### src/rtl/gcd_job_arbiter.sv
// Round-robin sequencer sharing one GCD engine between NUM_REQ requesters.
// Issues the start pulse, times the job and aborts it on watchdog expiry.
module gcd_job_arbiter #(
    parameter int NUM_REQ = 2,
    parameter int TIMEOUT = 4095
) (
    input  logic                    CLK,
    input  logic                    RESET,
    input  logic [NUM_REQ-1:0]      REQ,
    input  logic [12*NUM_REQ-1:0]   REQ_OPCODE,
    input  logic [NUM_REQ-1:0]      REQ_CONSTANT_TIME,
    output logic [NUM_REQ-1:0]      GRANT,
    output logic [NUM_REQ-1:0]      ACK,
    output logic [NUM_REQ-1:0]      ERR,
    output logic [11:0]             CYCLE_COUNT,
    output logic                    BUSY,
    output logic                    ENG_START,
    output logic [11:0]             ENG_OPCODE,
    output logic                    ENG_CONSTANT_TIME,
    input  logic                    ENG_DONE,
    output logic                    ENG_ABORT
);

    localparam int IW = (NUM_REQ > 1) ? $clog2(NUM_REQ) : 1;

    typedef enum logic [1:0] {
        S_IDLE,
        S_START,
        S_RUN,
        S_DONE
    } state_e;

    state_e          state_q, state_d;
    logic [IW-1:0]   last_q, last_d;
    logic [IW-1:0]   win_q, win_d;
    logic [11:0]     cnt_q, cnt_d;
    logic [11:0]     cyc_q, cyc_d;
    logic [11:0]     op_q, op_d;
    logic            ct_q, ct_d;
    logic            err_q, err_d;

    logic [IW-1:0]   pick_idx;
    logic            pick_vld;
    logic [12:0]     cnt_inc;
    logic [NUM_REQ-1:0] win_oh;
    int              j;

    // Walk downward so the closest requester after last_q is assigned last.
    always_comb begin
        pick_vld = 1'b0;
        pick_idx = last_q;
        j        = 0;
        for (int k = NUM_REQ; k >= 1; k--) begin
            j = (int'(last_q) + k) % NUM_REQ;
            if (REQ[IW'(j)]) begin
                pick_vld = 1'b1;
                pick_idx = IW'(j);
            end
        end
    end

    assign cnt_inc = {1'b0, cnt_q} + 13'd1;
    assign win_oh  = NUM_REQ'(1) << win_q;

    always_comb begin
        state_d = state_q;
        last_d  = last_q;
        win_d   = win_q;
        cnt_d   = cnt_q;
        cyc_d   = cyc_q;
        op_d    = op_q;
        ct_d    = ct_q;
        err_d   = err_q;
        unique case (state_q)
            S_IDLE: begin
                if (pick_vld) begin
                    win_d   = pick_idx;
                    last_d  = pick_idx;
                    op_d    = REQ_OPCODE[12*int'(pick_idx) +: 12];
                    ct_d    = REQ_CONSTANT_TIME[pick_idx];
                    state_d = S_START;
                end
            end
            S_START: begin
                cnt_d   = '0;
                state_d = S_RUN;
            end
            S_RUN: begin
                cnt_d = cnt_inc[11:0];
                // Done takes priority over a watchdog expiry in the same cycle.
                if (ENG_DONE) begin
                    cyc_d   = cnt_inc[11:0];
                    err_d   = 1'b0;
                    state_d = S_DONE;
                end else if (cnt_inc == 13'(TIMEOUT)) begin
                    cyc_d   = 12'(TIMEOUT);
                    err_d   = 1'b1;
                    state_d = S_DONE;
                end
            end
            S_DONE: begin
                state_d = S_IDLE;
            end
            default: begin
                state_d = S_IDLE;
            end
        endcase
    end

    always_ff @(posedge CLK) begin
        if (RESET) begin
            state_q <= S_IDLE;
            last_q  <= IW'(NUM_REQ - 1);
            win_q   <= '0;
            cnt_q   <= '0;
            cyc_q   <= '0;
            op_q    <= '0;
            ct_q    <= 1'b0;
            err_q   <= 1'b0;
        end else begin
            state_q <= state_d;
            last_q  <= last_d;
            win_q   <= win_d;
            cnt_q   <= cnt_d;
            cyc_q   <= cyc_d;
            op_q    <= op_d;
            ct_q    <= ct_d;
            err_q   <= err_d;
        end
    end

    assign BUSY              = (state_q != S_IDLE);
    assign GRANT             = BUSY ? win_oh : '0;
    assign ACK               = (state_q == S_DONE) ? win_oh : '0;
    assign ERR               = (state_q == S_DONE && err_q) ? win_oh : '0;
    assign ENG_START         = (state_q == S_START);
    assign ENG_ABORT         = (state_q == S_DONE) && err_q;
    assign ENG_OPCODE        = op_q;
    assign ENG_CONSTANT_TIME = ct_q;
    assign CYCLE_COUNT       = cyc_q;

endmodule

### config.mk
export PLATFORM = sky130hd
export DESIGN_NAME = gcd_job_arbiter
export DESIGN_NICKNAME = d
export VERILOG_FILES = /design/src/rtl/gcd_job_arbiter.sv
export SDC_FILE = /design/constraint.sdc
export NUM_CORES = 1
export LEC_CHECK = 0
export CORE_MARGIN = 8
export CORE_UTILIZATION = 47
export CTS_CLUSTER_DIAMETER = 80
export DETAILED_ROUTE_END_ITERATION = 12
export GPL_TIMING_DRIVEN = 0
export PLACE_DENSITY = 0.83
export SYNTH_ARGS = -nofsm -noshare
export SYNTH_HDL_FRONTEND = slang
export SYNTH_SLANG_ARGS = --single-unit
### constraint.sdc
create_clock -name CLK -period 2.75 [get_ports CLK]
set_input_delay 0.825 -clock CLK [delete_from_list [all_inputs] [get_ports CLK]]
set_output_delay 0.825 -clock CLK [all_outputs]
set_load 0.05 [all_outputs]
Yosys cells after proc, flatten, opt, wreduce, memory -nomap -nowiden
Index checks and enable logic that the tools add are counted.
{"block": "totals", "elab_cells": 53, "regBits": 42}
{"block": "classes", "shift": 2, "n_mul": 1, "addsub": 3, "n_eq_ne": 6, "muxes": 22, "n_reduce_logical": 8, "order_cmp": 3}
{"operator": "two-way mux 12 bit", "count": 2}
{"operator": "one-hot mux 12 bit (2 select lines)", "count": 1}
{"operator": "variable part select 24 x 6 -> 12 bit", "count": 1}
{"operator": "adder 12 x 1 -> 13 bit, second input constant", "count": 1}
{"operator": "equality test 13 x 12 -> 1 bit, second input constant", "count": 1}
{"operator": "two-way mux 1 bit", "count": 12}
{"operator": "two-way mux 2 bit", "count": 6}
{"operator": "one-hot mux 2 bit (4 select lines)", "count": 1}
{"operator": "less-than comparator 1 x 3 -> 1 bit, second input constant", "count": 2}
{"operator": "AND reduction 2 bit", "count": 3}
{"operator": "nonzero test 2 bit", "count": 3}
{"operator": "equality test 2 bit, second input constant", "count": 2}
{"operator": "multiplier 2 x 1 -> 3 bit, first input constant", "count": 1}
{"operator": "inequality test 3 bit, second input constant", "count": 1}
{"operator": "adder 1 bit, second input constant", "count": 2}
{"operator": "equality test 2 x 1 -> 1 bit, second input constant", "count": 1}
{"operator": "logical NOT 2 bit", "count": 1}
{"operator": "less-than comparator 1 x 2 -> 1 bit, second input constant", "count": 1}
{"operator": "inequality test 2 bit, second input constant", "count": 1}
{"operator": "left shift 1 x 1 -> 2 bit, first input constant", "count": 1}
{"operator": "logical AND 1 bit", "count": 1}

Depth between registers and ports, before layout
{"block": "depth", "depth_word": 8, "mapped_depth": 9, "mapped_depth_nobuf": 7}

Worst setup path after synthesis
No wires, ideal clock.
{"block": "synth_path", "path_kind": "register -> output", "startpoint": "register state_q[1]", "endpoint": "output ERR[0]", "n_path_buf": 0, "t_arrival_ns": 1.778, "path_stages_with_launch": 4, "setup_slack_ns": 0.147, "path_cell_list": "dfxtp_1 -> ha_1 -> and2_1 -> nor2b_1"}
{"block": "synth_via", "elab_chain_len": 3}
{"element": "start: declaration", "line": "33", "text": "state_e state_q, state_d;"}
{"element": "start signal: assignment", "line": "121", "text": "state_q <= state_d;"}
{"element": "equality test 2 bit"}
{"element": "logical AND 1 bit"}
{"element": "named net ENG_ABORT", "line": "21", "text": "output logic ENG_ABORT"}
{"element": "two-way mux 2 bit", "line": "135", "text": "assign ERR = (state_q == S_DONE && err_q) ? win_oh : '0;"}
{"element": "end: declaration", "line": "14", "text": "output logic [NUM_REQ-1:0] ERR,"}
The timed path passes the listed nets, and every way through them passes these cells.

Worst setup path after layout
{"block": "layout_path", "startpoint": "register state_q[1]", "endpoint": "output ERR[0]"}
{"block": "layout_via", "elab_chain_len": 3}
{"element": "equality test 2 bit", "line": "135"}
{"element": "logical AND 1 bit", "line": "135"}
{"element": "two-way mux 2 bit", "line": "135"}
No other way between the ends.

==> metrics.md <==
| Metric | Value |
|---|---|
| Result of the run | complete, no violations |
| Number of flops mapped to enable cells by yosys | 0 |
| Detailed-route wire length | 5850 microns |
| Ratio of routed vias to standard cells | 5.45 |
| Post-route clock skew | 0.0101 ns |
| Post-CTS Repair Setup Buffers | 0 |
| Area growth syn-to-layout | 34.5% |
| Proportion of power drawn by the clock network | 15.7% |
| Number of antenna repair diodes | 0 |
| Die outline area | 7190 sq um |
| Net Sw Power | 0.00116 W |
| Static leakage power | 1.21 nW |
| Iteration-0 DRC count of the detailed router | 90 |
| Number of buffers between clock root and the deepest sink | 2 |
| Synth Flop Type | sky130_fd_sc_hd__dfxtp_1 |
| Total Power | 0.00250 W |
| HPWL after DPL | 4530 microns |
| Clock latency of the later-clocked register in the worst-skew pair | 0.30 ns |
| Max-Slew Margin vs Limit | 55.1% |
| IO Port Bufs | 62 |
| Number of placed instances, taps included | 373 |
| DRC viols | 0 |
| Post-layout worst setup margin | 0.142 ns |
| Avg Cell Area, Syn | 8.66 sq um |
| Maximum operating frequency | 383 MHz |
| Antenna violations before repair | 0 |
| Part of the total power dissipated in combinational logic | 52.5% |
| Std-Cell Rows | 25 |
| DR vias | 2078 |
| Post-route ant nets | 0 |
| CTS H-tree depth | 2 |
| Max VDD drop | 0.550 mV |
| Net Sw Frac | 46.5% |
| Area of the mapped netlist | 2220 sq um |
| Final Instance Count excl. Fillers | 381 |
| GRT Overall Usage | 17.2% |
| Data arrival time of the worst path | 1.78 ns |
| Transition time of the tightest slew-check pin | 0.674 ns |
| Final Hold Fails | 0 |
| Total number of clock tree sinks | 42 |
| Worst stage delay on the critical path | 0.54 ns |
| Final weighted congestion in routability-driven placement | 0.864 |
| TritonCTS clock tree | built |
| Maximum capacitance violations | 0 |
| DR pass1 iterations | 4 |
| Unrepaired setup endpoints after global routing | no |
| Largest net degree at the start of global routing | 14 |
| TNS Setup | 0 ns |
| Internal portion of total power | 0.00134 W |
| Post-Place Setup Slack | 0.193 ns |
| Reg power frac | 31.7% |
| Crit Path Category | reg2out |
| Final-report setup violation count | 0 |
| Proportion of layout cells with a drive suffix above 1 | 6.73% |
| Net Count, Synth | 294 |
| Buffer cell driving the clock tree root | sky130_fd_sc_hd__clkbuf_8 |
| CP startpoint kind | register |
| Fraction of registers with async set or reset after synthesis | 0% |
| Req. time, crit path | 1.93 ns |
| Power density over the cells | 836 nW/um^2 |
| Ordered list of cells on the worst path | ha_1, and2_1, nor2b_1, dlygate4sd2_1 |
| Largest delay share family, worst path | buffers and inverters |
| Vias in the first global route | 2103 |
| Total Nets Final | 363 |
| Clock-pin transition on the worst setup and hold timing paths | 0.08 ns |
| Number of distinct standard cells referenced by the synthesized netlist | 44 |
| Minimum clock period after layout | 2.61 ns |
| Die X-Extent | 84.8 microns |
| Final count of pins violating max slew | 0 |
| Wire length of the first global-routing pass | 9990 microns |
| Sort of element at the end of the critical path | output port |
| Synthesis-stage register bit count | 42 |
| Avg WL per Cell | 15.4 microns |
| Number of warnings printed during yosys synthesis | 0 |
| Fraction of the yosys area taken by sequential cells | 37.8% |
| Die boundary height | 84.8 microns |
| GR Overflow Total | 0 |
| Period utilization | 94.8% |
| Type of the tightest min-delay check | reg2reg |
| Share of the core filled with cells in the final layout | 64.6% |
| Buffers and inverters on the worst path | 1 |
| Core outline area | 4630 sq um |
| Worst path slowest cell | sky130_fd_sc_hd__dlygate4sd2_1 |
| Initial standard-cell utilization of the core | 48.1% |
| Number of ports placed on the die boundary | 65 |
| Post-Syn Instances | 257 |
| Max Fanout on Critical Path | 5 |
| TritonCTS buffer count | 5 |
[final timing paths]
path                                    start                          end  slack [ns]  depth (start not counted)
setup / recovery      state_q[1]$_SDFFE_PP0P_                       ERR[0]        0.14                          4
hold / removal    CYCLE_COUNT[9]$_SDFFE_PP0P_  CYCLE_COUNT[9]$_SDFFE_PP0P_        0.47                          1
setup reg to reg        cnt_q[1]$_SDFFE_PP0P_  CYCLE_COUNT[0]$_SDFFE_PP0P_        0.30                          9
hold reg to reg   CYCLE_COUNT[9]$_SDFFE_PP0P_  CYCLE_COUNT[9]$_SDFFE_PP0P_        0.47                          1
[power groups by stage]
stage                     Sequential (W)  Combinational, W  Clock, W
after floorplan                  0.00108          0.000640         0
after global placement          0.000797           0.00133         0
after detailed placement        0.000804           0.00133         0
after CTS                       0.000792           0.00132  0.000404
after global routing            0.000808           0.00142  0.000426
final                           0.000793           0.00131  0.000394
[registers in the layout, indices dropped and copies added (netlist names)]
signal             count
ENG_OPCODE            12
last_q                 1
err_q                  1
CYCLE_COUNT           12
cnt_q                 12
state_q                2
win_q                  1
ENG_CONSTANT_TIME      1
[metrics by stage]
stage / cell area (sq um) / hold WS (ns)
floorplan: 2220 / 0.487
global placement: 2910 / 0.451
detailed placement: 2910 / 0.454
CTS: 2990 / 0.474
global route: 2990 / 0.498
finish: 2990 / 0.470
[cells in the mapped netlist (2+ instances only)]
cell                       instances  area (sq um)
sky130_fd_sc_hd__and3_1            4          25.0
sky130_fd_sc_hd__a211oi_1         14           105
sky130_fd_sc_hd__o21a_1            4          30.0
sky130_fd_sc_hd__nand3_1           4          20.0
sky130_fd_sc_hd__nor4_4            2          42.5
sky130_fd_sc_hd__nand2b_1          3          18.8
sky130_fd_sc_hd__nor3_1            9          45.0
sky130_fd_sc_hd__nor2_1           35           131
sky130_fd_sc_hd__dfxtp_1          42           841
sky130_fd_sc_hd__nor2b_1           4          25.0
sky130_fd_sc_hd__and2_1            7          43.8
sky130_fd_sc_hd__nor4_1            4          25.0
sky130_fd_sc_hd__o221a_1           7          78.8
sky130_fd_sc_hd__nand4_1           3          18.8
sky130_fd_sc_hd__ha_1              6          75.1
sky130_fd_sc_hd__buf_2             2          10.0
sky130_fd_sc_hd__inv_1             6          22.5
sky130_fd_sc_hd__clkbuf_1         14          52.6
sky130_fd_sc_hd__nand2_2           2          12.5
sky130_fd_sc_hd__buf_6             2          22.5
sky130_fd_sc_hd__mux2i_1          14           140
sky130_fd_sc_hd__o21ai_0           3          15.0
sky130_fd_sc_hd__nand2_1          19          71.3
sky130_fd_sc_hd__xnor2_1           7          61.3
sky130_fd_sc_hd__a32oi_1           2          17.5
sky130_fd_sc_hd__xor2_1            3          26.3
sky130_fd_sc_hd__a21oi_1          17          85.1
sky130_fd_sc_hd__buf_4             2          15.0
[metal layers]
layer	routed length (microns)	track usage, %	vias up
li1	-	-	1048
met5	0	0	-
met2	2640	27.1	86
met3	603	8.39	8
met4	87	5.66	0
met1	2520	19.7	936
[layout make-up]
| type | instances | area (sq um) |
|---|---|---|
| inverter | 7 | 26.3 |
| timing repair buffer | 62 | 614 |
| sequential | 42 | 841 |
| tap | 54 | 67.6 |
| multi-input combinational | 188 | 1260 |
| clock buffer | 6 | 72.6 |
| clock inverter | 2 | 13.8 |
| fill | 411 | 1640 |
| buffer | 20 | 100 |
[cells in the final DEF (no fill, tap or decap), drive strengths merged, types with 3 or more instances in the layout]
master / count
o221a: 7
ha: 6
and3: 4
dlygate4sd2: 7
nand2: 21
a211oi: 15
clkbuf: 20
nor2b: 4
mux2i: 14
clkinv: 3
nor3: 9
clkdlybuf4s50: 54
dfxtp: 42
nand3: 5
a21oi: 17
xor2: 3
nand4: 3
and2: 7
nor4: 6
nand2b: 3
nor2: 35
o21a: 5
inv: 6
xnor2: 7
buf: 6
o21ai: 3
[cells by family (layout without fill, tap and decap cells)]
family	after synthesis	count (layout)	synth area share (%)
xor+xnor	10	10	3.94
flops	42	42	37.8
fa+ha+maj	6	6	3.37
buf+inv	27	97	5.68
mux	14	14	6.30
simple gates	101	101	23.8
compound gates	57	57	19.1
[timing repair]
action                                  4_1_cts  5_1_grt
pin swaps                                     0        0
gates resized for setup                       7        1
hold buffers                                  0        0
endpoints found under the setup margin        7        1
No activity file was read; power rests on OpenSTA's default activity.
==> patch 1: new RTL, same settings <==
Reset style: asynchronous (`RESET`), changed in one clocked block.
--- a/src/rtl/gcd_job_arbiter.sv
+++ b/src/rtl/gcd_job_arbiter.sv
@@ -108,5 +108,5 @@
     end
 
-    always_ff @(posedge CLK) begin
+    always_ff @(posedge CLK or posedge RESET) begin
         if (RESET) begin
             state_q <= S_IDLE;
Formal check against the unedited RTL: differs if RESET is asserted again (counterexample within 4 cycles, from zero or initial values and one cycle with RESET high); with RESET held inactive, the same outputs for 10 cycles.
==> patch 1 against the original RTL <==
- worst setup slack improved by 0.00062 ns
- clock skew fell by 0.0017 ns
- design area grew 3.5%
- sequential cell count unchanged
- wire length down 1.5%
- via count decreased by 5.2%
- cell count fell by 5.8%
- total power increased by 43%
- global-route usage down 1.1 points
- area after synthesis up 1.7%
- critical path type unchanged
- critical endpoint is now ENG_START
- largest cell class unchanged
- highest routed layer unchanged
==> patch 1: results (changes against the original RTL) <==
| Metric | Value |
|---|---|
| Outcome | finished clean |
| Post-synth top cells | 41 x dfrtp_1, 27 x nor2_1, 23 x a21oi_1 |
| Routed wire length on met3 | 517 µm (-14%) |
| Slew Limit Headroom | 42.4% (-13 points) |
| P_seq | 0.961 mW (+21%) |
| Comb pwr | 2.04 mW (+56%) |
| Fraction of layout instances using a drive strength above 1 | 7.87% (+1.1 points) |
| WHS | 0.497 ns (+0.0264 ns) |
| GR Layer Usage met2 | 24.9% (-2.2 points) |
| Sw Ratio | 48.0% (+1.5 points) |
| Dpl ws | 0.203 ns (+0.0102 ns) |
| Mux share of post-synthesis cell area | 5.75% (-0.55 points) |
| Ys flop type | dfrtp_1 |
| Layout Nets | 341 (-6.1%) |
| CP peak stage delay | 0.79 ns (+0.25 ns) |
| M1 wire length | 2620 µm (+3.8%) |
| Post-Place Cell Area | 2960 µm² (+1.7%) |
| Switching Power | 1.72 mW (+48%) |
| R2R setup slack | 0.58 ns (+0.28 ns) |
| Post-synthesis compound-gate area fraction | 18.7% (-0.33 points) |
| Crit path capture | ENG_START |
| Dpl cells | 351 (-5.9%) |
| Met3 Use GR | 5.41% (-3.0 points) |
| FILL cells | 372 (-9.5%) |
| Fin area | 3100 µm² (+3.5%) |
| Min Tclk post-route | 2.61 ns (-0.000623 ns) |
| Syn nets | 271 (-7.8%) |
| Gr usage total | 16.1% (-1.1 points) |
patch 1: cell types whose count changed after synthesis, sizes merged, moves of 8 or more:
cell / change
dfxtp: -42
inv: +12
o21ai: +10
a211oi: -15
nor2: -8
dfrtp: +41
patch 1: how the worst min path moves through the flow:
stage | start | endpoint | cells past startpoint
detailed placement | CYCLE_COUNT[8] | CYCLE_COUNT[8] | 2
global placement | CYCLE_COUNT[8] | CYCLE_COUNT[8] | 2
floorplan | err_q | err_q | 2
global route | CYCLE_COUNT[8] | CYCLE_COUNT[8] | 2
finish | CYCLE_COUNT[8] | CYCLE_COUNT[8] | 2
CTS | CYCLE_COUNT[8] | CYCLE_COUNT[8] | 2
patch 1: cell type report:
cell class              instances  area share, %
plain buffers                  11           1.49
clock buffers                   5           2.22
clock inverters                 3           2.22
inverters                      18           2.18
multi-input cells             163           35.4
flip-flops and latches         42           34.0
well taps                      54           2.18
repair buffers                 63           20.3
==> patch 2: new RTL, config.mk and constraints unchanged <==
Made on the original files. `NUM_REQ`: 2 -> 4.
--- a/src/rtl/gcd_job_arbiter.sv
+++ b/src/rtl/gcd_job_arbiter.sv
@@ -2,5 +2,5 @@
 // Issues the start pulse, times the job and aborts it on watchdog expiry.
 module gcd_job_arbiter #(
-    parameter int NUM_REQ = 2,
+    parameter int NUM_REQ = 4,
     parameter int TIMEOUT = 4095
 ) (
Interface: changed (6 resized); port bits go from 65 to 99. The function was not compared with the original's and may differ.
==> patch 2 against the original RTL <==
- synthesized cell count rose by 22%
- design area rose by 29%
- area after synthesis rose by 20%
- sequential share of layout area fell by 5.3 points
- wire length rose by 42%
- sequential power rose by 15%
- critical path depth did not move
- total power rose by 40%
- worst setup slack got worse by 0.011 ns
- sequential cell count rose by 2
==> patch 2: results (changes against the original RTL) <==
| Metric | Value |
|---|---|
| Reg2reg start | cnt_q[0] |
| Reg clk slew, reported paths | 0.09 ns |
| Nonclk inv count | 21 (+14) |
| Min Tclk post-route | 2.62 ns (+0.0113 ns) |
| R2R setup slack | 0.17 ns (-0.13 ns) |
| Sequential share of power | 26.1% (-5.6 points) |
| CP Max Fanout | 7 (+2) |
| Signal buf overhead | 27.4% (+3.6 points) |
| Lkg Pwr | 1.57 nW (+29%) |
| Reg2reg path depth | 8 (-1) |
| PostCTS Resize Cnt | 12 (+5) |
| Clock buf count | 7 (+1) |
| FILL cells | 455 (+11%) |
| CTS Sinks | 44 (+4.8%) |
| Number of global-route vias before repair | 2525 (+20%) |
| Crit path from | state_q[1] |
| Internal | 1.88 mW (+40%) |
| Multi-input gates | 233 (+24%) |
| Final wirelength | 8330 µm (+42%) |
| PwrDens | 904 nW/µm² (+8.2%) |
| First-pass GRT wire length | 13100 µm (+31%) |
| Non-CTS buffers | 114 (+39%) |
| Post-Place Cell Area | 3730 µm² (+28%) |
| Clk cell area share | 3.27% (+0.38 points) |
| Dpl cells | 484 (+30%) |
| Outcome | finished clean |
| Synth cell types | 44 (unchanged) |
| # port buffers | 98 (+58%) |
| Syn nets | 380 (+29%) |
| Storage element area | 881 µm² (+4.8%) |
| Avg Cell Area, Syn | 8.47 µm² (-2.2%) |
| RR Endpoint | CYCLE_COUNT[9] |
| WL per Instance | 16.9 µm (+10%) |
| Post-synth top cells | 44 x dfxtp_1, 44 x nor2_1, 27 x mux2i_1 |
| Clk_lat worst skew | 0.31 ns |
| Gpl congestion | 0.895 (+3.6%) |
| Worst Tran Pin Value | 0.632 ns (-0.0416 ns) |
| Arrival @ worst endpoint | 1.79 ns |
| Fraction of area in multi-input gates | 42.1% (+0.12 points) |
| Vias per inst | 5.38 (-1.4%) |
| Sequential area share after synthesis | 33.1% (-4.7 points) |
| Synth area leaders | dfxtp_1 33%, mux2i_1 10%, nor2_1 6.2%, mux2_2 5.5%, nand2b_1 5.2% |
| Gr usage total | 19.2% (+2.0 points) |
| Layout Skew | 0.0126 ns (+0.00246 ns) |
| Layout Nets | 485 (+34%) |
==> patch 2: changes by cell type in the layout (fill, tap and decap cells not counted), moves of 6 or more <==
| cell | delta |
|---|---|
| inv_1 | +15 |
| nor2_1 | +9 |
| mux2i_1 | +13 |
| a21oi_1 | -7 |
| a211oi_1 | -7 |
| and2_1 | -6 |
| nand2b_1 | +19 |
| o221a_1 | -7 |
| o22ai_1 | +16 |
| mux2_2 | +13 |
| clkdlybuf4s50_1 | +30 |
==> patch 2: cell families (layout without fill, tap and decap cells) <==
kind of cell	Yosys count	after routing	share of synthesized area, %
adder cells (fa/ha/maj)	7	7	3.29
flip-flops	44	44	33.1
AO/OA/AOI/OAI	61	61	16.9
XOR/XNOR	9	9	2.96
buffers and inverters	37	143	5.88
AND/OR/NAND/NOR	116	116	22.2
multiplexers	40	40	15.7
==> patch 2: critical path: stages, from the launching register on <==
cell and delay, ns:
dfxtp_1 0.40, inv_1 0.10, ha_1 0.29, nor3_1 0.16, clkdlybuf4s15_1 0.54
==> patch 2: how the worst min path moves through the flow <==
stage,startpoint,endpoint,slack [ns],depth (start not counted)
2_1_floorplan,err_q,err_q,0.46,2
3_3_place_gp,CYCLE_COUNT[1],CYCLE_COUNT[1],0.45,2
3_5_place_dp,CYCLE_COUNT[3],CYCLE_COUNT[3],0.47,2
4_1_cts,CYCLE_COUNT[3],CYCLE_COUNT[3],0.48,2
5_1_grt,ENG_OPCODE[6],ENG_OPCODE[6],0.50,2
6_report,CYCLE_COUNT[3],CYCLE_COUNT[3],0.48,2
==> patch 2: routing by layer <==
layer  vias up  global-route usage [%]  share of wire [%]
met5         -                       0                  0
met4         0                    5.32                1.3
met3         8                    5.93                7.5
met2       107                    32.9                 48
met1      1214                    22.5                 44
li1       1316                       -                  -
